==> src/rtl/mem_rr_arbiter.sv <==
// Round-robin arbiter sharing one memory read/write channel between NUM_CONSUMERS requesters.
// Define MEM_ARB_TIMEOUT_EN to enable the wait-cycle timeout and sticky timeout_err flag.
module mem_rr_arbiter #(
    parameter int ADDR_BITS      = 8,
    parameter int DATA_BITS      = 16,
    parameter int NUM_CONSUMERS  = 4,
    parameter int WRITE_ENABLE   = 1,
    parameter int TIMEOUT_CYCLES = 255
) (
    input  logic                                 clk,
    input  logic                                 reset,

    input  logic [NUM_CONSUMERS-1:0]             consumer_read_valid,
    input  logic [NUM_CONSUMERS*ADDR_BITS-1:0]   consumer_read_address,
    output logic [NUM_CONSUMERS-1:0]             consumer_read_ready,
    output logic [NUM_CONSUMERS*DATA_BITS-1:0]   consumer_read_data,

    input  logic [NUM_CONSUMERS-1:0]             consumer_write_valid,
    input  logic [NUM_CONSUMERS*ADDR_BITS-1:0]   consumer_write_address,
    input  logic [NUM_CONSUMERS*DATA_BITS-1:0]   consumer_write_data,
    output logic [NUM_CONSUMERS-1:0]             consumer_write_ready,

    output logic                                 mem_read_valid,
    output logic [ADDR_BITS-1:0]                 mem_read_address,
    input  logic                                 mem_read_ready,
    input  logic [DATA_BITS-1:0]                 mem_read_data,

    output logic                                 mem_write_valid,
    output logic [ADDR_BITS-1:0]                 mem_write_address,
    output logic [DATA_BITS-1:0]                 mem_write_data,
    input  logic                                 mem_write_ready,

    output logic [$clog2(NUM_CONSUMERS)-1:0]     grant_id,
    output logic                                 busy,
    output logic                                 timeout_err
);

    localparam int ID_W = $clog2(NUM_CONSUMERS);
    localparam logic [ID_W-1:0] LAST_ID = ID_W'(NUM_CONSUMERS - 1);

    typedef enum logic [2:0] {
        IDLE,
        READ_WAITING,
        WRITE_WAITING,
        READ_RELAYING,
        WRITE_RELAYING
    } state_t;

    state_t                             state_q, state_d;
    logic [ID_W-1:0]                    ptr_q, ptr_d;
    logic [ID_W-1:0]                    grant_q, grant_d;
    logic                               mem_rd_valid_q, mem_rd_valid_d;
    logic                               mem_wr_valid_q, mem_wr_valid_d;
    logic [ADDR_BITS-1:0]               addr_q, addr_d;
    logic [DATA_BITS-1:0]               wdata_q, wdata_d;
    logic [NUM_CONSUMERS-1:0]           rd_ready_q, rd_ready_d;
    logic [NUM_CONSUMERS-1:0]           wr_ready_q, wr_ready_d;
    logic [NUM_CONSUMERS*DATA_BITS-1:0] rd_data_q, rd_data_d;
    logic                               timeout_err_q, timeout_err_d;

    logic [NUM_CONSUMERS-1:0]           wr_req;
    logic                               scan_found;
    logic                               scan_is_write;
    logic [ID_W-1:0]                    scan_id;
    logic                               wait_expired;

    // A read-only port never sees write requests, so they cannot win a grant.
    assign wr_req = (WRITE_ENABLE != 0) ? consumer_write_valid : '0;

    // Scan starts one past the last winner and wraps, so every requester is reached within N grants.
    always_comb begin
        int              slot;
        logic [ID_W-1:0] slot_id;
        // NOTE: every combinational output gets a default first, so no path can infer a latch.
        scan_found    = 1'b0;
        scan_is_write = 1'b0;
        scan_id       = '0;
        slot          = 0;
        slot_id       = '0;
        for (int off = 1; off <= NUM_CONSUMERS; off++) begin
            slot = int'(ptr_q) + off;
            if (slot >= NUM_CONSUMERS) begin
                slot = slot - NUM_CONSUMERS;
            end
            slot_id = ID_W'(slot);
            if (!scan_found && (consumer_read_valid[slot_id] || wr_req[slot_id])) begin
                scan_found    = 1'b1;
                scan_id       = slot_id;
                scan_is_write = !consumer_read_valid[slot_id];
            end
        end
    end

`ifdef MEM_ARB_TIMEOUT_EN
    localparam int TMO_W = $clog2(TIMEOUT_CYCLES + 1);

    logic [TMO_W-1:0] wait_cnt_q, wait_cnt_d;

    // Expiry fires on the last of TIMEOUT_CYCLES wait cycles, so mem valid is high exactly that long.
    assign wait_expired = (wait_cnt_q == TMO_W'(TIMEOUT_CYCLES - 1));

    always_comb begin
        wait_cnt_d = wait_cnt_q;
        if (state_q == IDLE) begin
            wait_cnt_d = '0;
        end else if ((state_q == READ_WAITING || state_q == WRITE_WAITING) && !wait_expired) begin
            wait_cnt_d = wait_cnt_q + 1'b1;
        end
    end

    always_ff @(posedge clk or negedge reset) begin
        if (!reset) begin
            wait_cnt_q <= '0;
        end else begin
            wait_cnt_q <= wait_cnt_d;
        end
    end
`else
    assign wait_expired = 1'b0;
`endif

    always_comb begin
        state_d        = state_q;
        ptr_d          = ptr_q;
        grant_d        = grant_q;
        mem_rd_valid_d = mem_rd_valid_q;
        mem_wr_valid_d = mem_wr_valid_q;
        addr_d         = addr_q;
        wdata_d        = wdata_q;
        rd_ready_d     = rd_ready_q;
        wr_ready_d     = wr_ready_q;
        rd_data_d      = rd_data_q;
        timeout_err_d  = timeout_err_q;

        case (state_q)
            IDLE: begin
                if (scan_found) begin
                    ptr_d   = scan_id;
                    grant_d = scan_id;
                    if (scan_is_write) begin
                        state_d        = WRITE_WAITING;
                        mem_wr_valid_d = 1'b1;
                        addr_d         = consumer_write_address[int'(scan_id)*ADDR_BITS +: ADDR_BITS];
                        wdata_d        = consumer_write_data[int'(scan_id)*DATA_BITS +: DATA_BITS];
                    end else begin
                        state_d        = READ_WAITING;
                        mem_rd_valid_d = 1'b1;
                        addr_d         = consumer_read_address[int'(scan_id)*ADDR_BITS +: ADDR_BITS];
                    end
                end
            end

            READ_WAITING: begin
                if (mem_read_ready) begin
                    state_d                                        = READ_RELAYING;
                    mem_rd_valid_d                                 = 1'b0;
                    rd_ready_d[grant_q]                            = 1'b1;
                    rd_data_d[int'(grant_q)*DATA_BITS +: DATA_BITS] = mem_read_data;
                end else if (wait_expired) begin
                    state_d                                        = READ_RELAYING;
                    mem_rd_valid_d                                 = 1'b0;
                    rd_ready_d[grant_q]                            = 1'b1;
                    rd_data_d[int'(grant_q)*DATA_BITS +: DATA_BITS] = '1;
                    timeout_err_d                                  = 1'b1;
                end
            end

            WRITE_WAITING: begin
                if (mem_write_ready || wait_expired) begin
                    state_d             = WRITE_RELAYING;
                    mem_wr_valid_d      = 1'b0;
                    wr_ready_d[grant_q] = 1'b1;
                    if (!mem_write_ready) begin
                        timeout_err_d = 1'b1;
                    end
                end
            end

            READ_RELAYING: begin
                if (!consumer_read_valid[grant_q]) begin
                    state_d             = IDLE;
                    rd_ready_d[grant_q] = 1'b0;
                end
            end

            WRITE_RELAYING: begin
                if (!consumer_write_valid[grant_q]) begin
                    state_d             = IDLE;
                    wr_ready_d[grant_q] = 1'b0;
                end
            end

            default: begin
                state_d = IDLE;
            end
        endcase
    end

    always_ff @(posedge clk or negedge reset) begin
        if (!reset) begin
            state_q        <= IDLE;
            ptr_q          <= LAST_ID;
            grant_q        <= '0;
            mem_rd_valid_q <= 1'b0;
            mem_wr_valid_q <= 1'b0;
            addr_q         <= '0;
            wdata_q        <= '0;
            rd_ready_q     <= '0;
            wr_ready_q     <= '0;
            // NOTE: the per-consumer read data registers are reset too, because they drive outputs directly.
            rd_data_q      <= '0;
            timeout_err_q  <= 1'b0;
        end else begin
            // NOTE: state updates use non-blocking assignments so every register samples pre-edge values.
            state_q        <= state_d;
            ptr_q          <= ptr_d;
            grant_q        <= grant_d;
            mem_rd_valid_q <= mem_rd_valid_d;
            mem_wr_valid_q <= mem_wr_valid_d;
            addr_q         <= addr_d;
            wdata_q        <= wdata_d;
            rd_ready_q     <= rd_ready_d;
            wr_ready_q     <= wr_ready_d;
            rd_data_q      <= rd_data_d;
            timeout_err_q  <= timeout_err_d;
        end
    end

    assign consumer_read_ready  = rd_ready_q;
    assign consumer_read_data   = rd_data_q;
    assign mem_read_valid       = mem_rd_valid_q;
    assign mem_read_address     = addr_q;

    assign consumer_write_ready = (WRITE_ENABLE != 0) ? wr_ready_q     : '0;
    assign mem_write_valid      = (WRITE_ENABLE != 0) ? mem_wr_valid_q : 1'b0;
    assign mem_write_address    = (WRITE_ENABLE != 0) ? addr_q         : '0;
    assign mem_write_data       = (WRITE_ENABLE != 0) ? wdata_q        : '0;

    assign grant_id    = grant_q;
    assign busy        = (state_q != IDLE);
    assign timeout_err = timeout_err_q;

endmodule

==> config.mk <==
export PLATFORM = sky130hd
export DESIGN_NAME = mem_rr_arbiter
export DESIGN_NICKNAME = d
export VERILOG_FILES = /design/src/rtl/mem_rr_arbiter.sv
export SDC_FILE = /design/constraint.sdc
export NUM_CORES = 1
export LEC_CHECK = 0
export CORE_MARGIN = 1
export CORE_UTILIZATION = 39
export DETAILED_ROUTE_END_ITERATION = 10
export PLACE_DENSITY = 0.83
export SLEW_MARGIN = 15
export SYNTH_ARGS = -nofsm -noshare
export SYNTH_HDL_FRONTEND = slang
export SYNTH_SLANG_ARGS = --single-unit
==> constraint.sdc <==
create_clock -name clk -period 3 [get_ports clk]
set_input_delay 0.75 -clock clk [delete_from_list [all_inputs] [get_ports clk]]
set_output_delay 0.75 -clock clk [all_outputs]
set_load 0.005 [all_outputs]
; Word-level counts from Yosys, hierarchy flattened
; Cells that the tools add are included.
[op_classes]
magnitude_cmp = 10
n_reduce_logical = 29
mux = 61
n_mul = 0
shifts = 5
n_addsub = 9
bitwise = 5
div_mod_pow = 0
n_eq_ne = 11
[ops]
columns = operator, n
row1 = $bwmux 64, 1
row2 = $shift 16x33->64 const A, 1
row3 = $shiftx 16x33->64, 1
row4 = $shiftx 32x6->8, 2
row5 = $shiftx 64x7->16, 1
row6 = $neg 6->33, 1
row7 = $mux 1, 25
row8 = $bmux 1 s2, 10
row9 = $mux 2, 9
row10 = $mux 4, 4
row11 = $pmux 4 s2, 2
row12 = $lt 2x3->1 const B, 5
row13 = $mux 3, 5
row14 = $pmux 3 s5, 1
row15 = $ne 2x2->1 const B, 7
row16 = $ge 3x3->1 const B, 3
row17 = $reduce_and 3->1, 3
row18 = $and 4x4->4, 2
row19 = $mux 8, 1
row20 = $or 4x4->4, 2
row21 = $reduce_and 4->1, 2
row22 = $reduce_bool 2->1, 4
row23 = $sub 2x1->2 const B, 4
row24 = $logic_not 1->1, 7
row25 = other kinds (17), 27
[word_totals]
mem_bits_ro = 0
latch_bits = 0
inputBits = 156
out_inout_bits = 110
mem_bits_rw = 0
mem_count = 0
register_bits = 105
wordCells = 140

; Logic depth before layout (Yosys ltp)
; Gate-level depths: netlist of run 1.
[depth]
depth_word = 19
depth_mapped = 12
depth_no_buf = 7

; Worst setup path before layout of run 1
; Ideal clock, no wire load.
[synth_timing]
path_kind = input to register
start = input port consumer_read_valid[2]
end = register addr_q[2] (netlist: mem_read_address[2])
setup_slack_ns = 0.112
setup_ns = 0.094
arrival_ns = 2.794
path_stages = 9
path_buffers = 2
required_ns = 2.906
cell_sequence = mux4_2 > or2_1 > a22oi_2 > buf_6 > buf_2 > mux2i_1 > o221ai_1 > mux2_1 > o221ai_1
[synth_between]
elab_chain_cells = 15
elab_cells_between_ends = 38
cone_classes = shift: 2 / mux: 21 / reduce/logical: 15
[synth_rtl]
columns = element, line_no
row1 = from (decl), 13  ; input logic [NUM_CONSUMERS-1:0] consumer_read_valid,
row2 = $bmux 1 s2, "86, 89"
row3 = $mux 1 (implied by the code), "86, 89"
row4 = $logic_or 1x1->1, 86  ; if (!scan_found && (consumer_read_valid[slot_id] || wr_req[slot_id])) begin
row5 = $mux 1, 86
row6 = $logic_not 1->1, 86
row7 = $logic_and 1x1->1, 86
row8 = $mux 1, 86
row9 = $logic_not 1->1, 86
row10 = $logic_and 1x1->1, 86
row11 = $mux 1, 86
row12 = $logic_not 1->1, 86
row13 = $logic_and 1x1->1, 86
row14 = $mux 2, 86
row15 = "$shiftx 32x6->8, on equally long branches", "148, 143"
row16 = $mux 8, 140  ; if (scan_is_write) begin
row17 = to (signal assigned), 220  ; addr_q <= addr_d;
row18 = to (decl), 54  ; logic [ADDR_BITS-1:0] addr_q, addr_d;
; Parallel ways exist; a longest one is shown, timed or not. The select of a mux whose other input is x is not followed.
; A chain may end at the register's enable or synchronous reset.

; Worst setup path in the final report of run 1
[layout_timing]
start = register ptr_q[0]
end = register addr_q[2] (netlist: mem_read_address[2])
[layout_between]
elab_chain_cells = 18
elab_cells_between_ends = 62
cone_classes = add/sub: 8 / order compare: 4 / shift: 2 / mux: 33 / reduce/logical: 15
[layout_rtl]
columns = element, line_no
row1 = from (decl), 50  ; logic [ID_W-1:0] ptr_q, ptr_d;
row2 = from (signal assigned), 216  ; ptr_q <= ptr_d;
row3 = $add 2x1->3, 81  ; slot = int'(ptr_q) + off;
row4 = $ge 3x3->1 / $sub 2x1->2 (equally long branches), "82, 83"
row5 = $mux 2, 82  ; if (slot >= NUM_CONSUMERS) begin
row6 = "$bmux 1 s2, on equally long branches", "86, 89"
row7 = "$mux 1, on equally long branches", "86, 89"
row8 = $logic_or 1x1->1, 86
row9 = $mux 1, 86
row10 = $logic_not 1->1, 86
row11 = [2 not listed], n/a
row12 = $logic_not 1->1, 86
row13 = $logic_and 1x1->1, 86
row14 = $mux 1, 86
row15 = $logic_not 1->1, 86
row16 = $logic_and 1x1->1, 86
row17 = $mux 2, 86
row18 = "$shiftx 32x6->8, on equally long branches", "148, 143"
row19 = $mux 8, 140
; Parallel ways exist; a longest one is shown, timed or not. The select of a mux whose other input is x is not followed.

==> results of run 1 <==
-- cells by family after synthesis --
| family | synth area share |
|---|---|
| adder cells (fa/ha/maj) | 0.0100 |
| flip-flops | 0.420 |
| buffers and inverters | 0.0494 |
| AND/OR/NAND/NOR | 0.157 |
| AO/OA/AOI/OAI | 0.130 |
| multiplexers | 0.230 |
| other | 0.000600 |
| XOR/XNOR | 0.00280 |
-- power by group through the flow --
stage	logic, W	registers [W]	clock network, W
floorplan	0.00324	0.00226	0
global placement	0.00570	0.00237	0
detailed placement	0.00584	0.00239	0
CTS	0.00612	0.00237	0.00115
global route	0.00681	0.00241	0.00120
finish	0.00631	0.00235	0.00112
-- cell type report --
class | count | area [um^2]
Clock buffer | 9 | 225
Sequential cell | 105 | 2630
Clock inverter | 6 | 51.3
Tap cell | 211 | 264
Fill cell | 1248 | 5350
Multi-Input combinational cell | 495 | 3340
Timing Repair Buffer | 356 | 3540
Inverter | 6 | 22.5
-- sequential cells by signal (all words and copies together) (netlist names), named ones only --
signal and count:
ptr_q 2, state_q 3, mem_read_address 8, grant_id 2, consumer_read_data 64, mem_write_valid 1
mem_read_valid 1, mem_write_data 16
-- what timing repair did --
action	CTS	global route
resized for setup	15	5
setup buffers	8	6
gates cloned	0	1
endpoints found under the setup margin	24	25
pin swaps	4	3
-- path summary, 6_finish.rpt --
path,start,to,slack (ns),depth (start not counted)
max,ptr_q[0],mem_read_address[2],0.03,10
min,reset,consumer_read_data[38],0.37,1
max reg2reg,ptr_q[0],mem_read_address[2],0.03,10
min reg2reg,consumer_read_data[39],consumer_read_data[39],0.48,2
max in group asynchronous,reset,ptr_q[0],1.92,2
min in group clk,consumer_read_data[39],consumer_read_data[39],0.48,2
-- critical path, delay by kind of cell (launching register included) --
kind / cells / cell delay [ns]
flops: 1 / 0.67
simple gates: 1 / 0.27
compound gates: 3 / 0.48
mux: 3 / 0.96
buf+inv: 3 / 0.49
-- cells in the mapped netlist (all sizes together) (2+ instances only) --
cell type / number
nor3b: 3
dfstp: 2
mux2: 39
xnor2: 2
nor2: 47
ha: 5
nand2b: 5
buf: 28
o211ai: 2
or2: 2
inv: 6
o221ai: 23
clkbuf: 23
a21oi: 3
mux4: 7
dfrtp: 103
nor4b: 2
a22oi: 3
mux2i: 84
o21ai: 74
a31oi: 2
nand3b: 3
nand2: 159
a211oi: 2
nand3: 4
a21boi: 2
nor3: 7
-- metrics by stage --
| step | std cells | TNS [ns] | utilization |
|---|---|---|---|
| floorplan | 657 | 0 | - |
| global placement | 1158 | -10.39 | 0.623 |
| detailed placement | 1158 | -10.73 | 0.623 |
| CTS | 1181 | 0 | 0.647 |
| global route | 1188 | -0.194 | 0.653 |
| finish | 1188 | 0 | 0.653 |
-- routing by layer --
| metal | vias up | GRT usage |
|---|---|---|
| li1 | 2948 | - |
| met1 | 2848 | 0.285 |
| met4 | 0 | 0.0699 |
| met3 | 33 | 0.0520 |
| met2 | 247 | 0.424 |
| met5 | - | 0 |
==> summary.txt, run 1 <==
Status
  • Status: finished, final reports clean

Place
  • Input/output buffers: around 260
  • DP HPWL: 15200 um
  • Global placer's final weighted congestion: 0.854
  • Setup WS pre-CTS: -0.445 ns
  • Placed cell area: roughly 9600 um^2

Yosys
  • Synth Flop Type: dfrtp_1
  • Yosys top cell by area: dfrtp_1
  • Register area share after synthesis: 0.420
  • Number of synthesis warnings: 0
  • Post-synth ARST share: 1.00
  • Synth Register Bits: approximately 110
  • Area contributors post-synth: dfrtp_1 41%, mux2i_1 13%, nand2_1 9.5%
  • Synthesized cell area: roughly 6300 um^2
  • Mapped Nets: about 820
  • Area share of the largest cell type after synthesis: 0.412
  • Mapped Cells: roughly 660
  • Post-synth cell types: 52
  • Number of synthesized flops with an enable pin: 0
  • Synthesized area per cell: 9.52 um^2

Power and ir drop
  • Internal Dissipation: just over 0.006 W
  • Peak VDD IR: between 0.4 and 0.5 mV
  • Comb pwr share: 0.646
  • Leakage dissipation: around 4.3 nW
  • Clock network power share: 0.114
  • Switching Power: between 0.003 and 0.004 W
  • Sequential power share: 0.240
  • Switching share of power: 0.369
  • Power Density: just under 1000 nW/um^2
  • Total power: 0.00978 W

Detailed routing
  • Top routing layer used: met4
  • Met1 Routed Length: around 8000 um
  • Starting DRT DRC Count: roughly 260
  • WL met3: ~1200 um
  • DR pass1 iterations: 5
  • Vias per cell: ~5
  • DRC Markers: 0
  • DR WL met2: 10000 um
  • Wirelength per Cell: around 16 um
  • Vias: a little over 6000
  • Post-DRT Antenna Nets: 0
  • Routed WL: ~20000 um

Final layout
  • Final #Nets: roughly 1100
  • Most frequent cells in the layout: 255 x clkdlybuf4s50_1, 159 x nand2_1, 103 x dfrtp_1, 84 x mux2i_1, 74 x buf_4
  • Share of cells above drive strength 1: 0.173
  • Commonest non-fill, non-tap cell in the layout: clkdlybuf4s50_1
  • Antenna Cells: 0
  • Design Area, Final: between 10000 and 15000 um^2
  • Syn-to-layout area delta: 61.2%

Clock tree
  • Hold_buf cts: 0
  • Max clock buf depth: 2
  • H-tree Lvls: 3
  • Clock-pin transition on the worst setup and hold timing paths: ~0.070 ns
  • Clock sink total: 105
  • CTS tree: done
  • Total CTS buffers: 9
  • Root buf cell: clkbuf_16
  • Clk Latency, worst-skew pair: 0.35 ns

Floorplan
  • Initial Util: 0.405
  • Die height: ~130 um
  • Die Span X: around 130 um
  • DIE AREA: ~17000 um^2
  • IO Pins: 266
  • Core area: roughly 15000 um^2
  • Standard-cell rows: 45

GRT
  • GR Overflow Total: 0
  • Total GRT Usage: 0.237
  • Global-route wire length before repair: around 30000 um
  • Initial antenna violation count: 0
  • Number of global-route vias before repair: around 6000
  • Largest net degree at the start of global routing: 42

Timing
  • Fin crit period: between 2 and 3 ns
  • Final WS setup: approximately 0.03 ns
  • Layout Skew: slightly above 0.006 ns
  • Max Freq: 337 MHz
  • Worst-margin pin slew: between 0.5 and 0.6 ns
  • Fin crit share: 0.990
  • RSZ-0062 raised after global routing: yes
  • WHS: between 0.3 and 0.4 ns
  • Slew Limit Headroom: 0.650
  • Hold Violations, Final: 0
  • Slew Limit Fails: 0
  • Final setup vio count: 0

Setup path
  • Startpoint types: flop
  • Max stage delay on crit path: 0.67 ns
  • CP max FO: 10
  • Top cell by count, worst path: buf_4
  • Max stage delay cell, worst path: dfstp_2
  • CP Capture Type: flop
  • Critical Path AT: 3.24 ns
  • Crit path kind: flop to flop
  • Worst EP required: between 3 and 4 ns
  • Sequence of cells on the critical path: buf_4 -> mux4_2 -> or2_4 -> a21boi_2 -> o22ai_4 -> buf_4 -> clkbuf_16 -> mux2i_1 -> mux2_1 -> o221ai_1

Flow run
  • Max_cap viols: 0

Hold path
  • Hold crit path type: input port to asynchronous set/reset pin
Power figures use the tool's default switching activity.
==> run 2: changes to the inputs <==
- HOLD_SLACK_MARGIN: not set -> 0.12
- PLACE_DENSITY: 0.83 -> 0.78
==> summary.txt, run 2 (synthesis results as in run 1) <==
Status
  • Status: finished, final reports clean

GRT
  • Global-route wire length before repair: 30900 um
  • Largest net degree at the start of global routing: about 110
  • Total GRT Usage: 0.242
  • GR Overflow Total: 0
  • Number of global-route vias before repair: just under 6000
  • Initial antenna violation count: 0

Clock tree
  • Max clock buf depth: 2
  • CTS tree: done
  • Clock-pin transition on the worst setup and hold timing paths: about 0.08 ns
  • Total CTS buffers: 9
  • H-tree Lvls: 3
  • Root buf cell: clkbuf_16
  • Clk Latency, worst-skew pair: between 0.3 and 0.4 ns
  • Clock sink total: between 100 and 150
  • Hold_buf cts: 0

Floorplan
  • Die Span X: ~130 um
  • Initial Util: 0.405
  • Standard-cell rows: 45
  • IO Pins: about 270
  • Die height: about 130 um
  • DIE AREA: approximately 17000 um^2
  • Core area: 15400 um^2

Power and ir drop
  • Peak VDD IR: around 0.55 mV
  • Power Density: 970 nW/um^2
  • Total power: slightly below 0.01 W
  • Leakage dissipation: 4.19 nW

Final layout
  • Final #Nets: approximately 1100
  • Most frequent cells in the layout: 255 x clkdlybuf4s50_1, 159 x nand2_1, 103 x dfrtp_1, 83 x mux2i_1, 70 x o21ai_0
  • Share of cells above drive strength 1: 0.156
  • Max reg flops: between 60 and 70
  • Antenna Cells: 0
  • Syn-to-layout area delta: 58.9%
  • Commonest non-fill, non-tap cell in the layout: clkdlybuf4s50_1

Timing
  • Max Freq: around 340 MHz
  • Worst-margin pin slew: about 0.57 ns
  • Layout Skew: about 0.011 ns
  • WHS: between 0.4 and 0.5 ns
  • Slew Limit Headroom: 0.620
  • Fin crit period: between 2 and 3 ns
  • Final setup vio count: 0
  • Hold Violations, Final: 0
  • Fin crit share: 0.967
  • Slew Limit Fails: 0

Detailed routing
  • Wirelength per Cell: ~17 um
  • DRC Markers: 0
  • Post-DRT Antenna Nets: 0
  • Starting DRT DRC Count: 349
  • DR pass1 iterations: 5
  • Vias: 6030
  • Routed WL: roughly 20000 um
  • Vias per cell: roughly 5.2

Setup path
  • CP Capture Type: flop
  • Crit path kind: flop to flop
  • Startpoint types: flop
  • Critical Path AT: roughly 3.2 ns
  • CP max FO: 15
  • Worst EP required: between 3 and 4 ns

Hold path
  • Hold crit path type: input port to asynchronous set/reset pin

Place
  • Input/output buffers: between 200 and 300
  • DP HPWL: roughly 15000 um
  • Global placer's final weighted congestion: around 0.84

Flow run
  • Max_cap viols: 0
run 2: cell types whose count changed in the layout (fill, tap and decap cells not counted), sizes merged:
cell	previous run	this run
buf	92	68
clkinv	3	1
clkinvlp	0	2
bufbuf	0	1
bufinv	0	1
dlygate4sd2	8	7
run 2: path summary, 6_finish.rpt:
| check | endpoint | depth (start not counted) | start | slack, ns |
|---|---|---|---|---|
| setup / recovery | mem_read_address[3] | 9 | ptr_q[0] | 0.1 |
| hold / removal | consumer_read_data[40] | 2 | reset | 0.47 |
| setup reg to reg | mem_read_address[3] | 9 | ptr_q[0] | 0.1 |
| hold reg to reg | consumer_read_data[32] | 2 | consumer_read_data[32] | 0.48 |
| max in group asynchronous | mem_read_address[0] | 2 | reset | 2.10 |
| min in group clk | consumer_read_data[32] | 2 | consumer_read_data[32] | 0.48 |
run 2: stage by stage:
stage | cell area, um^2 | TNS (ns) | utilization | instances | setup WS (ns)
after floorplan | 6250 | 0 | - | 657 | 0.112
after global placement | 9530 | -11.34 | 0.618 | 1146 | -0.503
after detailed placement | 9530 | -12.95 | 0.618 | 1146 | -0.549
after CTS | 9890 | 0 | 0.641 | 1163 | 0.0602
after global routing | 9940 | -0.0407 | 0.644 | 1165 | -0.0407
final | 9940 | 0 | 0.644 | 1165 | 0.0989
run 2: repair_timing:
action | in CTS | in global routing
pin swaps | 0 | 3
cloned | 1 | 0
setup endpoints to repair | 24 | 24
gates resized for setup | 13 | 11
buffers inserted | 0 | 2
hold endpoints to repair | 0 | 0
run 2: critical path: stages (launching register included):
cell and delay (ns):
dfstp_4 0.69, mux4_2 0.55, or2_4 0.27, a22oi_2 0.14
buf_6 0.15, buf_12 0.17, mux2i_1 0.26, o221ai_2 0.13
mux2_2 0.28, o221ai_1 0.18
run 2: power breakdown:
group	switching, W	internal [W]
combinational	0.00260	0.00343
sequential	0.000401	0.00194
clock	0.000593	0.000673
run 2: area by class of cell:
class	instances	area, um^2
Sequential cell	105	2630
Timing Repair Buffer	332	3320
Fill cell	1284	5490
Clock inverter	7	95.1
Tap cell	211	264
Inverter	6	22.5
Multi-Input combinational cell	495	3370
Clock buffer	9	225
run 2: layer usage:
metal	track usage	vias up	share of wire
met5	0	-	0
met4	0.0837	0	0.027
met3	0.0520	31	0.062
met2	0.415	244	0.50
met1	0.302	2852	0.41
li1	-	2903	-
==> run 3: changes to the inputs <==
- HOLD_SLACK_MARGIN: 0.12 -> not set
- REMOVE_ABC_BUFFERS: not set -> 1
==> summary.txt, run 3 (synthesis results as in run 1) <==
Clock tree
  • Total CTS buffers: 9
  • Clk Latency, worst-skew pair: ~0.34 ns
  • Clock sink total: roughly 110
  • Clock-pin transition on the worst setup and hold timing paths: approximately 0.070 ns
  • Max clock buf depth: 2
  • CTS tree: done
  • H-tree Lvls: 3
  • Root buf cell: clkbuf_16

Setup path
  • Crit-path leading delay family: multiplexers
  • CP max FO: 7
  • CP Capture Type: flop
  • Worst EP required: between 3 and 4 ns
  • Crit path kind: input port to flop
  • Buf+Inv Stages, Crit Path: 4
  • Max stage delay on crit path: about 0.53 ns
  • Critical Path AT: ~3.3 ns
  • Startpoint types: input port
  • Max stage delay cell, worst path: mux4_2
  • Sequence of cells on the critical path: dlygate4sd2_1 -> mux4_2 -> or2_4 -> buf_4 -> o21ai_2 -> o32ai_2 -> nor2_4 -> buf_12 -> clkbuf_16 -> mux2_1 -> o221ai_1

Timing
  • WHS: roughly 0.38 ns
  • Fin crit period: 3.03 ns
  • Slew Limit Fails: 0
  • Max Freq: approximately 330 MHz
  • Worst-margin pin slew: 0.506 ns
  • Hold Violations, Final: 0
  • Slew Limit Headroom: 0.663
  • Layout Skew: approximately 0.008 ns
  • Fin crit share: 1.01
  • Final WS setup: -0.0259 ns
  • Setup TNS Final: -0.0259 ns
  • Final setup vio count: 1

GRT
  • Number of global-route vias before repair: roughly 6000
  • Global-route wire length before repair: 30900 um
  • Largest net degree at the start of global routing: 49
  • Initial antenna violation count: 0
  • GR Overflow Total: 0
  • Total GRT Usage: 0.240

Detailed routing
  • DR pass1 iterations: 4
  • Post-DRT Antenna Nets: 0
  • DRC Markers: 0
  • Vias per cell: 5.17
  • Wirelength per Cell: approximately 18 um
  • Vias: around 6100
  • Routed WL: roughly 21000 um
  • Starting DRT DRC Count: roughly 250

Place
  • Global placer's final weighted congestion: 0.912
  • Setup WS pre-CTS: -0.479 ns
  • DP HPWL: between 15000 and 20000 um
  • Input/output buffers: approximately 260
  • Cells after DPL: around 1100

Final layout
  • Share of cells above drive strength 1: 0.165
  • Final #Nets: approximately 1100
  • Post-Layout Cell Count: between 1000 and 1500
  • Max reg flops: 64
  • Commonest non-fill, non-tap cell in the layout: clkdlybuf4s50_1
  • Antenna Cells: 0
  • Syn-to-layout area delta: 60.2%
  • Most frequent cells in the layout: 255 x clkdlybuf4s50_1, 159 x nand2_1, 103 x dfrtp_1, 84 x mux2i_1, 70 x o21ai_0

Floorplan
  • Die Span X: between 100 and 150 um
  • Standard-cell rows: 45
  • Core area: between 15000 and 20000 um^2
  • DIE AREA: ~17000 um^2
  • Initial Util: 0.405
  • Die height: between 100 and 150 um
  • IO Pins: ~270

Status
  • Failing checks: setup timing
  • Status: finished, violations left

Power and ir drop
  • Switching share of power: 0.374
  • Power Density: between 900 and 1000 nW/um^2
  • Peak VDD IR: just under 0.5 mV
  • Internal Dissipation: 0.00612 W
  • Clock network power share: 0.121
  • Leakage dissipation: 4.24 nW
  • Switching Power: around 0.0037 W
  • Sequential power share: 0.241
  • Comb pwr share: 0.639

Hold path
  • Hold crit path type: input port to asynchronous set/reset pin

Flow run
  • Max_cap viols: 0
[run 3: cell count changes in the layout (fill, tap and decap cells not counted), moves of 2 or more]
cell / previous run / this run
inv_6: 0 / 4
clkbuf_16: 9 / 12
buf_4: 54 / 62
clkbuf_8: 0 / 2
inv_8: 3 / 0
[run 3: cell type report]
type                       count  area [um^2]
fill                        1259         5410
timing repair buffer         342         3430
clock inverter                 5         42.5
clock buffer                  11          253
inverter                       6         22.5
tap                          211          264
multi-input combinational    495         3370
sequential                   105         2640
[run 3: final timing paths]
| check | startpoint | end | slack [ns] | cells after the start |
|---|---|---|---|---|
| setup reg to reg | ptr_q[0] | mem_read_address[2] | -0.02 | 10 |
| hold / removal | reset | consumer_read_data[25] | 0.38 | 1 |
| min in group clk | consumer_read_data[20] | consumer_read_data[20] | 0.48 | 2 |
| hold reg to reg | consumer_read_data[20] | consumer_read_data[20] | 0.48 | 2 |
| setup / recovery | consumer_write_valid[2] | mem_read_address[2] | -0.03 | 11 |
| max in group asynchronous | reset | ptr_q[0] | 1.87 | 2 |
[run 3: routing by layer]
layer | wire length, um | up-vias | track usage
met5 | 0 | - | 0
met4 | 377 | 0 | 0.0644
met3 | 2020 | 24 | 0.0802
met2 | 9960 | 243 | 0.418
met1 | 8230 | 2901 | 0.283
li1 | - | 2908 | -
[run 3: power by group through the flow]
stage	clock (W)	sequential, W	combinational, W
6_report	0.00118	0.00235	0.00624
5_1_grt	0.00127	0.00242	0.00670
4_1_cts	0.00121	0.00234	0.00588
3_5_place_dp	0	0.00236	0.00583
3_3_place_gp	0	0.00234	0.00574
2_1_floorplan	0	0.00241	0.00282
[run 3: timing repair]
item | CTS | global route
endpoints found under the hold margin | 0 | 0
pin swaps | 2 | 3
gates resized for setup | 10 | 9
endpoints found under the setup margin | 21 | 24
hold buffers | 0 | 0
setup buffers | 1 | 5
cloned | 0 | 4
[run 3: stage by stage]
step / util / total power, W / area, um^2
CTS: 0.638 / 0.00943 / 9850
floorplan: - / 0.00523 / 5970
global placement: 0.618 / 0.00808 / 9540
finish: 0.649 / 0.00978 / 10000
detailed placement: 0.618 / 0.00819 / 9540
global route: 0.649 / 0.0104 / 10000
